File: src/rtl/lsu_if.sv
// rtl/lsu_if.sv - data-memory req/gnt/rvalid bus between lsu and memory
interface lsu_if #(
  parameter int XLEN   = 32,
  parameter int ADDR_W = 32
);
  logic              mem_req;
  logic              mem_we;
  logic [ADDR_W-1:0] mem_addr;
  logic [XLEN-1:0]   mem_wdata;
  logic [3:0]        mem_wstrb;
  logic              mem_gnt;
  logic              mem_rvalid;
  logic [XLEN-1:0]   mem_rdata;

  // lsu side issues requests and consumes grant/response
  modport master (
    output mem_req, mem_we, mem_addr, mem_wdata, mem_wstrb,
    input  mem_gnt, mem_rvalid, mem_rdata
  );

  // memory side accepts requests and produces grant/response
  modport slave (
    input  mem_req, mem_we, mem_addr, mem_wdata, mem_wstrb,
    output mem_gnt, mem_rvalid, mem_rdata
  );
endinterface

File: src/rtl/lsu.sv
// rtl/lsu.sv - multi-cycle load/store unit between exe and regs writeback
module lsu #(
  parameter int XLEN   = 32,
  parameter int ADDR_W = 32
) (
  input  logic              clk_i,
  input  logic              rst_i,
  // exe side
  input  logic              req_valid_i,
  output logic              req_ready_o,
  input  logic              load_i,
  input  logic              store_i,
  input  logic [1:0]        size_i,
  input  logic              unsigned_i,
  input  logic [ADDR_W-1:0] addr_i,
  input  logic [XLEN-1:0]   wdata_i,
  input  logic [4:0]        rd_i,
  // data-memory bus
  lsu_if.master             mem,
  // writeback side
  output logic              resp_valid_o,
  input  logic              resp_ready_i,
  output logic [XLEN-1:0]   rdata_o,
  output logic [4:0]        rd_o,
  output logic              wen_o,
  output logic              err_o
);

  typedef enum logic [1:0] {
    S_IDLE = 2'd0,
    S_REQ  = 2'd1,
    S_WAIT = 2'd2,
    S_RESP = 2'd3
  } state_t;

  state_t            state_q, state_d;

  // latched transaction
  logic              load_q;
  logic              store_q;
  logic [1:0]        size_q;
  logic              uns_q;
  logic [1:0]        off_q;
  logic [ADDR_W-1:0] mem_addr_q;
  logic [XLEN-1:0]   mem_wdata_q;
  logic [3:0]        mem_wstrb_q;
  logic [4:0]        rd_q;
  logic              err_q;
  logic [XLEN-1:0]   rdata_q;

  logic              accept;
  logic              mem_op;
  logic              misalign;
  logic              err_in;
  logic              capture;
  logic [XLEN-1:0]   lane_wdata;
  logic [3:0]        lane_wstrb;
  logic [XLEN-1:0]   shifted;
  logic [XLEN-1:0]   load_ext;

  assign accept = req_valid_i & req_ready_o;
  assign mem_op = load_i | store_i;
  assign err_in = mem_op & misalign;

  // response data/ack arrives either together with the grant or later in WAIT
  assign capture = ((state_q == S_REQ) & mem.mem_gnt & mem.mem_rvalid) |
                   ((state_q == S_WAIT) & mem.mem_rvalid);

  // alignment check on the incoming op (size 11 is always illegal)
  always_comb begin
    misalign = 1'b0;
    case (size_i)
      2'b00:   misalign = 1'b0;
      2'b01:   misalign = addr_i[0];
      2'b10:   misalign = |addr_i[1:0];
      default: misalign = 1'b1;
    endcase
  end

  // store data replicated across lanes so memory only needs the strobes
  always_comb begin
    lane_wdata = wdata_i;
    lane_wstrb = 4'b1111;
    case (size_i)
      2'b00: begin
        lane_wdata = {4{wdata_i[7:0]}};
        lane_wstrb = 4'b0001 << addr_i[1:0];
      end
      2'b01: begin
        lane_wdata = {2{wdata_i[15:0]}};
        lane_wstrb = 4'b0011 << addr_i[1:0];
      end
      default: begin
        lane_wdata = wdata_i;
        lane_wstrb = 4'b1111;
      end
    endcase
  end

  assign shifted = mem.mem_rdata >> {off_q, 3'b000};

  // align the raw read word and extend to XLEN
  always_comb begin
    load_ext = shifted;
    case (size_q)
      2'b00:   load_ext = uns_q ? {{(XLEN-8){1'b0}}, shifted[7:0]}
                                : {{(XLEN-8){shifted[7]}}, shifted[7:0]};
      2'b01:   load_ext = uns_q ? {{(XLEN-16){1'b0}}, shifted[15:0]}
                                : {{(XLEN-16){shifted[15]}}, shifted[15:0]};
      default: load_ext = shifted;
    endcase
  end

  // FSM state register; reset abandons any transaction in flight
  always_ff @(posedge clk_i or negedge rst_i) begin
    if (!rst_i) state_q <= S_IDLE;
    else        state_q <= state_d;
  end

  // FSM next state
  always_comb begin
    state_d = state_q;
    case (state_q)
      S_IDLE: begin
        if (accept) begin
          if (err_in || !mem_op) state_d = S_RESP;
          else                   state_d = S_REQ;
        end
      end
      S_REQ: begin
        if (mem.mem_gnt) state_d = mem.mem_rvalid ? S_RESP : S_WAIT;
      end
      S_WAIT: begin
        if (mem.mem_rvalid) state_d = S_RESP;
      end
      S_RESP: begin
        if (resp_ready_i) state_d = S_IDLE;
      end
      default: state_d = S_IDLE;
    endcase
  end

  // FSM outputs; strobes and write-enable only shown while requesting
  always_comb begin
    req_ready_o       = (state_q == S_IDLE);
    mem.mem_req       = (state_q == S_REQ);
    mem.mem_we        = (state_q == S_REQ) & store_q;
    mem.mem_wstrb     = (state_q == S_REQ) ? mem_wstrb_q : 4'b0000;
    mem.mem_addr      = mem_addr_q;
    mem.mem_wdata     = mem_wdata_q;
    resp_valid_o      = (state_q == S_RESP);
    wen_o             = (state_q == S_RESP) & load_q & ~err_q;
    err_o             = (state_q == S_RESP) & err_q;
    rdata_o           = rdata_q;
    rd_o              = rd_q;
  end

  // latch the op on accept and the extended load data on capture
  always_ff @(posedge clk_i or negedge rst_i) begin
    if (!rst_i) begin
      load_q      <= 1'b0;
      store_q     <= 1'b0;
      size_q      <= 2'b00;
      uns_q       <= 1'b0;
      off_q       <= 2'b00;
      mem_addr_q  <= '0;
      mem_wdata_q <= '0;
      mem_wstrb_q <= 4'b0000;
      rd_q        <= 5'd0;
      err_q       <= 1'b0;
      rdata_q     <= '0;
    end else if (accept) begin
      load_q      <= load_i;
      store_q     <= store_i;
      size_q      <= size_i;
      uns_q       <= unsigned_i;
      off_q       <= addr_i[1:0];
      mem_addr_q  <= {addr_i[ADDR_W-1:2], 2'b00};
      mem_wdata_q <= lane_wdata;
      mem_wstrb_q <= store_i ? lane_wstrb : 4'b0000;
      rd_q        <= rd_i;
      err_q       <= err_in;
      rdata_q     <= '0;
    end else if (capture && load_q) begin
      rdata_q     <= load_ext;
    end
  end

endmodule

File: src/flat_wrapper.sv
// flat-port wrapper written by rule: the top's interface ports become plain ports
module lsu_flat 
#(
  parameter int XLEN   = 32,
  parameter int ADDR_W = 32
)
  (clk_i, rst_i, req_valid_i, req_ready_o, load_i, store_i, size_i, unsigned_i, addr_i, wdata_i, rd_i, resp_valid_o, resp_ready_i, rdata_o, rd_o, wen_o, err_o, mem_mem_req, mem_mem_we, mem_mem_addr, mem_mem_wdata, mem_mem_wstrb, mem_mem_gnt, mem_mem_rvalid, mem_mem_rdata);
  lsu_if #(.XLEN(XLEN), .ADDR_W(ADDR_W)) mem_i ();
  input  logic clk_i;
  input  logic rst_i;
  input  logic req_valid_i;
  output logic req_ready_o;
  input  logic load_i;
  input  logic store_i;
  input  logic [1:0] size_i;
  input  logic unsigned_i;
  input  logic [ADDR_W-1:0] addr_i;
  input  logic [XLEN-1:0] wdata_i;
  input  logic [4:0] rd_i;
  output logic resp_valid_o;
  input  logic resp_ready_i;
  output logic [XLEN-1:0] rdata_o;
  output logic [4:0] rd_o;
  output logic wen_o;
  output logic err_o;
  output wire logic [$bits(mem_i.mem_req)-1:0] mem_mem_req;
  output wire logic [$bits(mem_i.mem_we)-1:0] mem_mem_we;
  output wire logic [$bits(mem_i.mem_addr)-1:0] mem_mem_addr;
  output wire logic [$bits(mem_i.mem_wdata)-1:0] mem_mem_wdata;
  output wire logic [$bits(mem_i.mem_wstrb)-1:0] mem_mem_wstrb;
  input wire logic [$bits(mem_i.mem_gnt)-1:0] mem_mem_gnt;
  input wire logic [$bits(mem_i.mem_rvalid)-1:0] mem_mem_rvalid;
  input wire logic [$bits(mem_i.mem_rdata)-1:0] mem_mem_rdata;
  assign mem_mem_req = mem_i.mem_req;
  assign mem_mem_we = mem_i.mem_we;
  assign mem_mem_addr = mem_i.mem_addr;
  assign mem_mem_wdata = mem_i.mem_wdata;
  assign mem_mem_wstrb = mem_i.mem_wstrb;
  assign mem_i.mem_gnt = mem_mem_gnt;
  assign mem_i.mem_rvalid = mem_mem_rvalid;
  assign mem_i.mem_rdata = mem_mem_rdata;
  lsu #(.XLEN(XLEN), .ADDR_W(ADDR_W)) u_core (.clk_i(clk_i), .rst_i(rst_i), .req_valid_i(req_valid_i), .req_ready_o(req_ready_o), .load_i(load_i), .store_i(store_i), .size_i(size_i), .unsigned_i(unsigned_i), .addr_i(addr_i), .wdata_i(wdata_i), .rd_i(rd_i), .mem(mem_i), .resp_valid_o(resp_valid_o), .resp_ready_i(resp_ready_i), .rdata_o(rdata_o), .rd_o(rd_o), .wen_o(wen_o), .err_o(err_o));
endmodule
File: config.mk
export PLATFORM = sky130hd
export DESIGN_NAME = lsu_flat
export DESIGN_NICKNAME = d
export VERILOG_FILES = /design/src/rtl/lsu_if.sv /design/src/rtl/lsu.sv /design/src/flat_wrapper.sv
export SDC_FILE = /design/constraint.sdc
export NUM_CORES = 1
export LEC_CHECK = 0
export ABC_CLOCK_PERIOD_IN_PS = 2200
export BUFFER_PORTS_ARGS = -buffer_cell sky130_fd_sc_hd__buf_2
export CAP_MARGIN = 5
export CELL_PAD_IN_SITES_DETAIL_PLACEMENT = 1
export CELL_PAD_IN_SITES_GLOBAL_PLACEMENT = 1
export CORE_ASPECT_RATIO = 0.5
export CORE_MARGIN = 1.5
export CORE_UTILIZATION = 35
export CTS_CLUSTER_SIZE = 8
export DETAILED_ROUTE_END_ITERATION = 6
export MAX_ROUTING_LAYER = met4
export PLACE_DENSITY = 0.87
export SLEW_MARGIN = 25
export SYNTH_ARGS = -nofsm -noshare
export SYNTH_HDL_FRONTEND = slang
export SYNTH_SLANG_ARGS = --single-unit
File: constraint.sdc
create_clock -name clk_i -period 2.2 [get_ports clk_i]
set_clock_uncertainty 0.1 [all_clocks]
set_input_delay 0.22 -clock clk_i [delete_from_list [all_inputs] [get_ports clk_i]]
set_output_delay 0.22 -clock clk_i [all_outputs]
set_load 0.01 [all_outputs]
Word-level counts from Yosys, hierarchy flattened
Cells that the tools add are included. W data, S select, Z words.

$mul: 0. Divide/modulo/power cells: 0. Muxes and demuxes: 17. Reductions and logical operators: 9. $lt $le $gt $ge: 0. Equality and inequality tests: 10. Bitwise gates (word level): 12. Shift operators: 3. Add/subtract/negate cells: 0.

Operators with widths (number): $mux W32 (4); $pmux W32 S2 (2); $shr A32 B5 Y32 (1); $mux W2 (5); $and A1 B1 Y1 (9); $mux W4 (2); $pmux W2 S4 (1); $pmux W4 S2 (1); $eq A2 B1 Y1 const B (3); $eq A2 B2 Y1 const B (3); $logic_not A2 Y1 (3); $ne A2 B1 Y1 const B (2); $ne A2 B2 Y1 const B (2); $reduce_and A4 Y1 (1); $shl A1 B2 Y4 const A (1); $shl A2 B2 Y4 const A (1); $pmux W1 S3 (1); $or A1 B1 Y1 (2); $reduce_bool A2 Y1 (1); $reduce_or A2 Y1 (1); $logic_and A1 B1 Y1 (1); $logic_not A1 Y1 (1); $logic_or A1 B1 Y1 (1); $mux W1 (1); $not A1 Y1 (1).

Memories kept: 0. Output and inout port bits: 111. Flip-flop bits (word level): 113. Bits in writable memories: 0. ROM bits: 0. Latch bits: 0.

Logic depth before layout (Yosys ltp)
Depth in word-level cells: 7. Mapped depth: 8. Depth with buffers taken out: 6.

Least setup slack after synthesis
No wires, ideal clock.

Path kind: reg-to-reg. From: register u_core.state_q[1]. To: register u_core.rdata_q[29], in the netlist u_core.rdata_o[29]. Setup slack: 223 ps. Data arrival time: 1751 ps. Cell stages (with the launch flop): 7. Setup time: 126 ps. Clock period less this slack: 1977 ps. Path buffers: 1. Cells stage by stage: dfrtp_1 > inv_1 > ha_1 > a21o_1 > nand3_1 > buf_2 > a311o_1.

Word-level cells in the longest chain between the ends: 6.

RTL lines: start, declared (line lsu.sv:36) `state_t state_q, state_d;`; start signal, assigned (line lsu.sv:117) `else state_q <= state_d;`; $eq A2 B1 Y1; named net mem_mem_req (line flat_wrapper.sv:26) `output wire logic [$bits(mem_i.mem_req)-1:0] mem_mem_req;`; $and A1 B1 Y1 (2 in series) (line lsu.sv:66) `assign capture = ((state_q == S_REQ) & mem.mem_gnt & mem.mem_rvalid) |`; $or A1 B1 Y1 (line lsu.sv:66); $logic_and A1 B1 Y1 (line lsu.sv:184) `end else if (capture && load_q) begin`; $reduce_bool A2 Y1 (no line); end signal, assigned (line lsu.sv:185) `rdata_q <= load_ext;`; end, declared (line lsu.sv:49) `logic [XLEN-1:0] rdata_q;`.

The timed path passes the listed nets, and every way through them passes these cells. A chain may end at the register's enable or synchronous reset.

Final worst setup path
From: register u_core.state_q[1]. To: register u_core.rdata_q[1], in the netlist u_core.rdata_o[1].

Word-level cells in the longest chain between the ends: 6.

RTL lines (line): $eq A2 B1 Y1 (lsu.sv:66); $and A1 B1 Y1 (2 in series) (lsu.sv:66); $or A1 B1 Y1 (lsu.sv:66); $logic_and A1 B1 Y1 (lsu.sv:184); $reduce_bool A2 Y1 (no line).

Parallel ways exist; a longest one is shown, timed or not.

==> summary.md <==
| Metric | Value |
|---|---|
| Outcome | complete, no violations |
| CP startpoint kind | flip-flop |
| Post-route ant nets | 0 |
| Max Cap Viol | 0 |
| R2R Setup Slk | roughly 0.030 ns |
| # clock sinks | around 110 |
| Gpl congestion | between 0.8 and 0.9 |
| CTS tree | done |
| Sequential element share of the synthesized area | 52.7% |
| Initial core utilization | around 36% |
| Die width | 178 µm |
| R2r endpoint | u_core.rdata_o[1] |
| Root Buffer | clkbuf_16 |
| Final worst slack | a little under 0.03 ns |
| Max frequency | between 400 and 500 MHz |
| Cell area after synthesis | between 5000 and 6000 µm² |
| DRC | 0 |
| Maximum clock path buffer count | 2 |
| Vias in the first global route | roughly 6,200 |
| Fin. Hold Viols | 0 |
| Core footprint | approximately 15,000 µm² |
| CP Max Fanout | 15 |
| Final period util | 98.7% |
| Largest net degree at the start of global routing | 50 |
| Yosys cell types | 36 |
| Worst Tran Pin Value | between 0.6 and 0.7 ns |
| Critical path origin | u_core.state_q[1] |
| #FFs+latches synth | between 100 and 150 |
| Initial antenna violation count | 2 |
| Reg2reg start | u_core.state_q[1] |
| Slew Limit Fails | 0 |
| Routed wire length | 21,800 µm |
| Cell Area, Placed | about 6700 µm² |
| RSZ-0062 raised after global routing | no |
| CP Class | flip-flop to flip-flop |
| Die Y | 90.5 µm |
| DP HPWL | 13,600 µm |
| TNS Setup | 0 ns |
| Synth Area per Inst | just over 9 µm² |
| Synth-to-layout area growth | 47.2% |
| Leak | 4.21 nW |
| Final Critical Period | about 2.2 ns |
| Placement Rows | 31 |
| Drt via density | approximately 5.3 |
| DR iter-0 viols | roughly 330 |
| Final setup fails | 0 |
| Relative slew slack | 53.6% |
| Crit path to | u_core.rdata_o[1] |
| Pre-CTS WS | around 0.16 ns |
| Die ar. | 16,100 µm² |
| I/O pins | between 200 and 250 |
| First-pass GRT wire length | ~34,000 µm |
| Crit. End Element | flip-flop |
| Nets | approximately 970 |
| R2r worst-path depth | 7 |
| Total GRT Usage | 28.6% |
| Drt wl/cell | about 21 µm |
| Share of cells above drive strength 1 | 34.5% |
| Drt first pass iters | 5 |
| Cells after synthesis | around 580 |
| VDD IR-drop max | roughly 0.67 mV |
| Critical path required time | between 2 and 2.5 ns |
| H-tree levels | 4 |
| Port Buf Inserts | between 200 and 250 |
| Arr. time, crit path | between 2 and 2.5 ns |
| Pwr dens | 1370 nW/µm² |
| Pwr Total | roughly 11 mW |
| Min-delay worst type | input port to flip-flop |
| Reg clk slew, reported paths | 0.06 ns |
| Via count | between 5,000 and 6,000 |
| GRT overflow | 0 |
| Design area | between 7000 and 8000 µm² |
| Worst-Skew Late Latency | 0.41 ns |
| Total CTS buffers | 17 |
| Yosys warning count | 0 |
[through the flow]
stage / hold WS [ns] / util [%] / std cells
2_1_floorplan: -0.176 / - / 580
3_3_place_gp: 0.153 / 45.8 / 978
3_5_place_dp: 0.152 / 45.8 / 978
4_1_cts: 0.00156 / 53.6 / 1061
5_1_grt: 0.0330 / 53.7 / 1063
6_report: 0.0157 / 53.7 / 1063
[cells in the mapped netlist]
cell	n	area share, %
o22ai_1	1	0.12
a22o_1	2	0.33
ha_1	5	1.2
or2_2	2	0.23
buf_1	6	0.42
nand2b_1	5	0.58
nand2_1	203	14
o211ai_1	8	1.1
o221a_2	8	1.7
inv_1	4	0.28
o21ai_0	39	3.6
nor3_1	2	0.19
a311o_1	9	1.7
and3_1	10	1.2
o2111ai_1	1	0.16
xor2_1	1	0.16
a21oi_1	28	2.6
mux2i_1	43	8.0
buf_2	11	1.0
o21ai_2	1	0.16
clkbuf_1	20	1.4
nand3_1	1	0.093
mux2_2	7	1.5
and2_1	7	0.82
nor4_4	1	0.40
o21a_1	1	0.14
nor2_2	1	0.12
o2bb2ai_1	7	1.1
dfrtp_1	113	53
nor2b_1	1	0.12
buf_4	3	0.42
conb_1	1	0.070
nor2_1	24	1.7
o21bai_1	1	0.14
a21o_1	1	0.14
a2111oi_0	1	0.16
[area by class of cell]
cell class | instances | area (µm²)
antenna | 2 | 5.00
clock buffer | 20 | 467
clock inverter | 12 | 158
fill | 1725 | 6810
inverter | 4 | 15.0
multi-input combinational | 423 | 2370
sequential | 113 | 2830
tap | 198 | 248
timing repair buffer | 291 | 1800
[timing repair]
| item | in CTS | in global routing |
|---|---|---|
| endpoints found under the setup margin | 1 | 32 |
| hold endpoints to repair | 88 | 0 |
| pin swaps | 1 | 0 |
| hold buffers | 49 | 0 |
| gates cloned | 0 | 0 |
| setup buffers | 2 | 0 |
| gates resized for setup | 1 | 3 |
[power by group]
part	internal, mW	switching (mW)	leakage, nW	total (mW)
clock network	1.87	1.05	0.287	2.93
logic	1.70	2.61	2.48	4.31
registers	2.96	0.587	1.44	3.54
total	6.53	4.25	4.21	10.8
[sequential cells by signal (all words and copies together), names as in the netlist]
register              flops
u_core.err_q              1
u_core.load_q             1
u_core.mem.mem_addr      30
u_core.mem.mem_wdata     32
u_core.mem_wstrb_q        4
u_core.off_q              2
u_core.rd_o               5
u_core.rdata_o           32
u_core.size_q             2
u_core.state_q            2
u_core.store_q            1
u_core.uns_q              1
[logic make-up after synthesis]
| group | share of synthesized area, % |
|---|---|
| compound gates | 13.2 |
| xor+xnor | 0.163 |
| fa+ha+maj | 1.17 |
| buf+inv | 3.55 |
| flops | 52.7 |
| mux | 9.50 |
| other cells | 0.0699 |
| simple gates | 19.6 |
[worst min-delay path by stage]
stage	from	end	slack, ns	cells after the start
4_1_cts	wdata_i[19]	u_core.mem.mem_wdata[19]	0.002	3
3_3_place_gp	rst_i	u_core.mem.mem_wdata[12]	0.15	1
5_1_grt	wdata_i[19]	u_core.mem.mem_wdata[19]	0.03	3
3_5_place_dp	rst_i	u_core.mem.mem_wdata[21]	0.15	1
2_1_floorplan	rst_i	u_core.err_q	-0.18	0
6_report	wdata_i[19]	u_core.mem.mem_wdata[19]	0.02	3
[worst max-delay path, cell delays in order (launching register included)]
cell and delay (ns):
dfrtp_1 0.46, inv_1 0.17, ha_1 0.22, a21o_1 0.22
and3_2 0.34, buf_4 0.25, o211ai_1 0.17, a21oi_1 0.16
[cell usage in the layout, fill, tap and decap left out, types with 4 or more instances in the layout]
cell type and instances:
buf_2 219, nand2_1 202, dfrtp_1 113, dlygate4sd3_1 49, mux2i_1 43, o21ai_0 39
a21oi_1 28, nor2_1 24, buf_4 19, clkbuf_16 17, a311o_1 9, and3_1 9
o221a_2 8, o211ai_1 8, o2bb2ai_1 7, mux2_2 7, and2_1 6, clkinvlp_4 6
nand2b_1 5, ha_1 5, inv_1 4
[metal layers]
layer / routed length, µm / part of all wire [%] / vias to the layer above / global-route usage, %
met2: 11400 / 52 / 222 / 50.5
met5: 0 / 0 / - / -
met4: 939 / 4.3 / 0 / 14.6
met1: 8470 / 39 / 2792 / 30.9
li1: - / - / 2495 / -
met3: 980 / 4.5 / 80 / 5.13
No activity file was read; power rests on OpenSTA's default activity.
